<file path="src/rtl/vregfile_inc_mp.sv">
// Multi-port inc/stride register file: NUMRDPORTS registered reads, one write
// port (c), one read-modify-write update port (u). Reg 0 is hardwired to zero.
//
// Ports:
//   clk, reset                 clock and synchronous active-high reset
//   a_reg/a_en/a_readdataout   packed read ports, 1-cycle latency, hold when idle
//   c_reg/c_writedatain/c_we   write port
//   u_reg/u_delta/u_en         update port: reg[u_reg] += u_delta
//   u_result/u_valid/u_conflict  update result, fresh pulse, dropped-by-write pulse
module vregfile_inc_mp #(
  parameter int WIDTH       = 32,
  parameter int NUMREGS     = 8,
  parameter int LOG2NUMREGS = 3,
  parameter int NUMRDPORTS  = 2,
  parameter int BYPASS      = 0
) (
  input  logic                              clk,
  input  logic                              reset,
  input  logic [NUMRDPORTS*LOG2NUMREGS-1:0] a_reg,
  input  logic [NUMRDPORTS-1:0]             a_en,
  output logic [NUMRDPORTS*WIDTH-1:0]       a_readdataout,
  input  logic [LOG2NUMREGS-1:0]            c_reg,
  input  logic [WIDTH-1:0]                  c_writedatain,
  input  logic                              c_we,
  input  logic [LOG2NUMREGS-1:0]            u_reg,
  input  logic [WIDTH-1:0]                  u_delta,
  input  logic                              u_en,
  output logic [WIDTH-1:0]                  u_result,
  output logic                              u_valid,
  output logic                              u_conflict
);

  localparam int L = LOG2NUMREGS;

  logic [WIDTH-1:0] regs_q [NUMREGS];
  logic [WIDTH-1:0] regs_d [NUMREGS];

  logic [NUMRDPORTS*WIDTH-1:0] rdat_q, rdat_d;
  logic [WIDTH-1:0]            u_result_q, u_result_d;
  logic                        u_valid_q, u_valid_d;
  logic                        u_conflict_q, u_conflict_d;

  logic             c_hit, u_hit, conflict;
  logic [WIDTH-1:0] u_op, u_sum;

  // Storage-backed address: nonzero and inside the implemented depth.
  function automatic logic live(input logic [L-1:0] a);
    return (a != '0) && (32'(a) < 32'(NUMREGS));
  endfunction

  always_comb begin
    regs_d   = regs_q;
    c_hit    = c_we && live(c_reg);
    conflict = c_hit && u_en && (u_reg == c_reg);
    u_hit    = u_en && !conflict && live(u_reg);
    u_op     = live(u_reg) ? regs_q[u_reg] : '0;
    u_sum    = u_op + u_delta;

    // c and u never target the same reg here: that case is a conflict.
    if (u_hit) regs_d[u_reg] = u_sum;
    if (c_hit) regs_d[c_reg] = c_writedatain;

    rdat_d = rdat_q;
    for (int i = 0; i < NUMRDPORTS; i++) begin
      if (a_en[i]) begin
        if (!live(a_reg[i*L +: L]))
          rdat_d[i*WIDTH +: WIDTH] = '0;
        else if (BYPASS != 0)
          rdat_d[i*WIDTH +: WIDTH] = regs_d[a_reg[i*L +: L]];
        else
          rdat_d[i*WIDTH +: WIDTH] = regs_q[a_reg[i*L +: L]];
      end
    end

    u_result_d   = u_result_q;
    u_valid_d    = u_en && !conflict;
    u_conflict_d = conflict;
    if (u_valid_d) u_result_d = u_sum;
  end

  always_ff @(posedge clk) begin
    if (reset) begin
      for (int k = 0; k < NUMREGS; k++) regs_q[k] <= '0;
      rdat_q       <= '0;
      u_result_q   <= '0;
      u_valid_q    <= 1'b0;
      u_conflict_q <= 1'b0;
    end else begin
      for (int k = 0; k < NUMREGS; k++) regs_q[k] <= regs_d[k];
      rdat_q       <= rdat_d;
      u_result_q   <= u_result_d;
      u_valid_q    <= u_valid_d;
      u_conflict_q <= u_conflict_d;
    end
  end

  assign a_readdataout = rdat_q;
  assign u_result      = u_result_q;
  assign u_valid       = u_valid_q;
  assign u_conflict    = u_conflict_q;

endmodule
</file>
<file path="config.mk">
export PLATFORM = sky130hd
export DESIGN_NAME = vregfile_inc_mp
export DESIGN_NICKNAME = d
export VERILOG_FILES = /design/src/rtl/vregfile_inc_mp.sv
export SDC_FILE = /design/constraint.sdc
export NUM_CORES = 1
export LEC_CHECK = 0
export ABC_AREA = 0
export ABC_CLOCK_PERIOD_IN_PS = 4000
export CELL_PAD_IN_SITES_DETAIL_PLACEMENT = 1
export CELL_PAD_IN_SITES_GLOBAL_PLACEMENT = 1
export CORE_ASPECT_RATIO = 0.7
export CORE_UTILIZATION = 40
export DETAILED_ROUTE_END_ITERATION = 10
export PLACE_DENSITY = 0.75
export REMOVE_ABC_BUFFERS = 1
export SETUP_SLACK_MARGIN = 0.2
export SLEW_MARGIN = 20
export SYNTH_ARGS = -nofsm -noshare
export SYNTH_HDL_FRONTEND = slang
export SYNTH_SLANG_ARGS = --single-unit
</file>
<file path="constraint.sdc">
create_clock -name clk -period 4 [get_ports clk]
set_input_delay 0.6 -clock clk [delete_from_list [all_inputs] [get_ports clk]]
set_output_delay 0.6 -clock clk [all_outputs]
set_load 0.05 [all_outputs]
</file>
==> results.toml <==
[cells_and_area]
area_growth_pct = 27.4
nNetsFinal = 2958
n_antenna_cell = 0
fill_cells = 5973
drive_gt1_frac = 0.190

[die]
num_rows = 68
start_util = 0.411
die_x_microns = 272
die_h_microns = 191
ioPinCount = 180
core_sq_um = 49900
die-area_sq_um = 52100

[setup_path]
worst-path-buf-inv = 4
arrival_ns = 4.12
required_ns = 4.43
critPathLaunchType = "primary input"
critPathKind = "in2reg"
endpoint_kind = "flip-flop"
cp_slowest_cell = "o311ai_4"
cpPeakStageDelay_ns = 0.46
cpMostUsedCell = "nand4_1"
critical_path_peak_fanout = 8
cp_cell_sequence = "clkbuf_4 > buf_6 > buf_12 > mux2i_2 > o21ai_0 > nand2_1 > nand3_1 > ha_4 > nand4_1 > buf_4 > a211o_1 > nand4_1 > and4bb_1 > nor2_1 > o311ai_4 > o221ai_1"
crit_family = "compound AO/OA/AOI/OAI gates"

[yosys]
synthDistinctLibCells = 63
synthArstFlopShare = 0
netlist_area_sq_um = 20500
synth_edf_count = 0
ys_seq_area_frac = 0.315
syn_inst = 2605
synth.avg_cell_area_sq_um = 7.86
yosysWarningCount = 0
ys.flop_type = "dfxtp_1"
ys_seq_elements = 322

[power]
power_frac_seq = 0.379
powerDensity_nw_per_um2 = 359
comb_power_share = 0.247
switchingPower_w = 0.00307
p_int_w = 0.00628
power.leakage_nw = 9.80
ir_drop_mv = 0.290
clock_power_share = 0.374
netSwitchingFraction = 0.328

[place]
hpwl_microns = 68200
place_congestion = 0.952
port_buffers = 179

[run_status]
status = "finished clean"

[timing]
min_period_over_period = 0.924
setup_viol = 0
tns_ns = 0
hold_ws_ns = 0.460
hold_viol = 0
relSlewSlack = 0.335
tightest_slew_ns = 0.998
rsz0062_at_grt = "false"
layout_min_cycle_time_ns = 3.70
fmaxAchievable_ghz = 0.270
skew_ns = 0.0261
maxSlewViolCount = 0

[clocking]
cts.sink_count = 322
htreeDepth = 2
clock_path_buffers = 3
clk_pin_slew_ns = 0.06
root_buffer = "clkbuf_16"
cts_tree = "done"
clk_latency_ns = 0.58
cts_made_buffers = 37

[hold_path]
min_path_type = "reg2reg"

[global_routing]
grt_max_degree = 126
antenna_found_initial = 3
grt.overflow.total = 0
grt_use_total = 0.378
grt_first_pass_wirelength_microns = 149000
grt_pass1_vias = 23500

[route]
routed_wl_microns = 101000
initialDrtViolationCount = 2746
dr.pass1.iters = 6
ant_nets = 0
vias_per_cell = 6.64
drc = 0
via_count = 23400
wl_per_cell_microns = 28.5

[job]
max_cap_viol_count = 0
[state kept, by name (all words and copies together), names as in the netlist]
name / cells
u_result: 32
a_readdataout: 64
u_conflict: 1
regs_q: 224
u_valid: 1
[what timing repair did]
action,in CTS,in global routing
hold buffers,0,0
setup endpoints to repair,142,143
setup buffers,7,3
gates cloned,1,0
resized for setup,28,41
pin swaps,13,18
[layout make-up]
class,count,area [sq um],area share
Multi-Input combinational cell,2008,13200,0.507
Tap cell,665,832,0.0319
Inverter,14,52.6,0.00201
Clock inverter,9,101,0.00389
Timing Repair Buffer,461,4360,0.167
Sequential cell,322,6450,0.247
Clock buffer,52,1070,0.0412
[path summary, 6_finish.rpt]
kind / cells after the start / slack [ns] / start / end
worst max-delay path: 16 / 0.30 / u_reg[2] / regs_q[189]
worst max register to register: 17 / 0.54 / regs_q[192] / regs_q[204]
worst min-delay path: 2 / 0.46 / u_result[0] / u_result[0]
worst min register to register: 2 / 0.46 / u_result[0] / u_result[0]
[synth_stat cells, drive strengths merged, types with 70 or more instances]
cell / n / area (sq um)
dfxtp: 322 / 6450
mux2i: 108 / 1080
buf: 70 / 352
clkbuf: 191 / 717
nand3: 101 / 505
o21ai: 172 / 865
a22oi: 123 / 923
a21oi: 185 / 930
a211oi: 107 / 803
nand2: 376 / 1410
nor2: 325 / 1220
[per-layer routing]
layer / track usage / vias to the layer above / part of all wire
met5: 0 / - / 0.00016
met4: 0.138 / 2 / 0.036
met3: 0.0815 / 266 / 0.11
met2: 0.589 / 1431 / 0.44
met1: 0.512 / 11700 / 0.42
li1: - / 10000 / -
[metrics by stage]
stage	setup WS, ns	util	cell area, sq um	cells	power (W)
2_1_floorplan	-0.651	-	19400	2344	0.00460
3_3_place_gp	-0.580	0.491	24500	3459	0.00571
4_1_cts	0.212	0.520	25900	3528	0.00928
6_report	0.303	0.523	26100	3531	0.00935
5_1_grt	0.202	0.523	26100	3531	0.00961
3_5_place_dp	-0.675	0.491	24500	3459	0.00578
[power groups by stage]
stage,clock network (W),logic [W],registers (W)
after floorplan,0,0.000885,0.00371
after CTS,0.00351,0.00223,0.00354
after global placement,0,0.00212,0.00359
after global routing,0.00364,0.00242,0.00356
final,0.00349,0.00231,0.00355
after detailed placement,0,0.00218,0.00360
[cells by family (layout without fill, tap and decap cells)]
family          count (synthesis)  count (layout)  synth area share
compound gates                762             762             0.242
xor+xnor                       17              17           0.00727
fa+ha+maj                      32              32            0.0199
buf+inv                       275             536            0.0548
flops                         322             322             0.315
mux                           238             238             0.160
simple gates                  959             959             0.201
[worst reg2reg max path, delay by kind of cell, from the launching register on]
family | cells | cell delay, ns
buffers and inverters | 3 | 0.41
AND/OR/NAND/NOR | 5 | 0.68
adder cells (fa/ha/maj) | 2 | 0.57
multiplexers | 1 | 0.13
flip-flops | 1 | 0.40
AO/OA/AOI/OAI | 6 | 1.17
[layout by cell type (no fill, tap or decap), types with 54 or more instances in the layout]
cell,netlist,routed
a22oi_1,123,120
a311oi_1,58,54
dfxtp_1,322,322
mux2_2,65,65
a211oi_1,107,100
clkdlybuf4s50_1,0,167
o21ai_0,164,161
mux2i_1,108,107
mux4_2,65,65
buf_4,5,244
nand3_1,101,97
a21oi_1,184,179
nand2_1,375,374
nor2_1,325,323
Note: power is estimated with default switching activity, not from simulation.
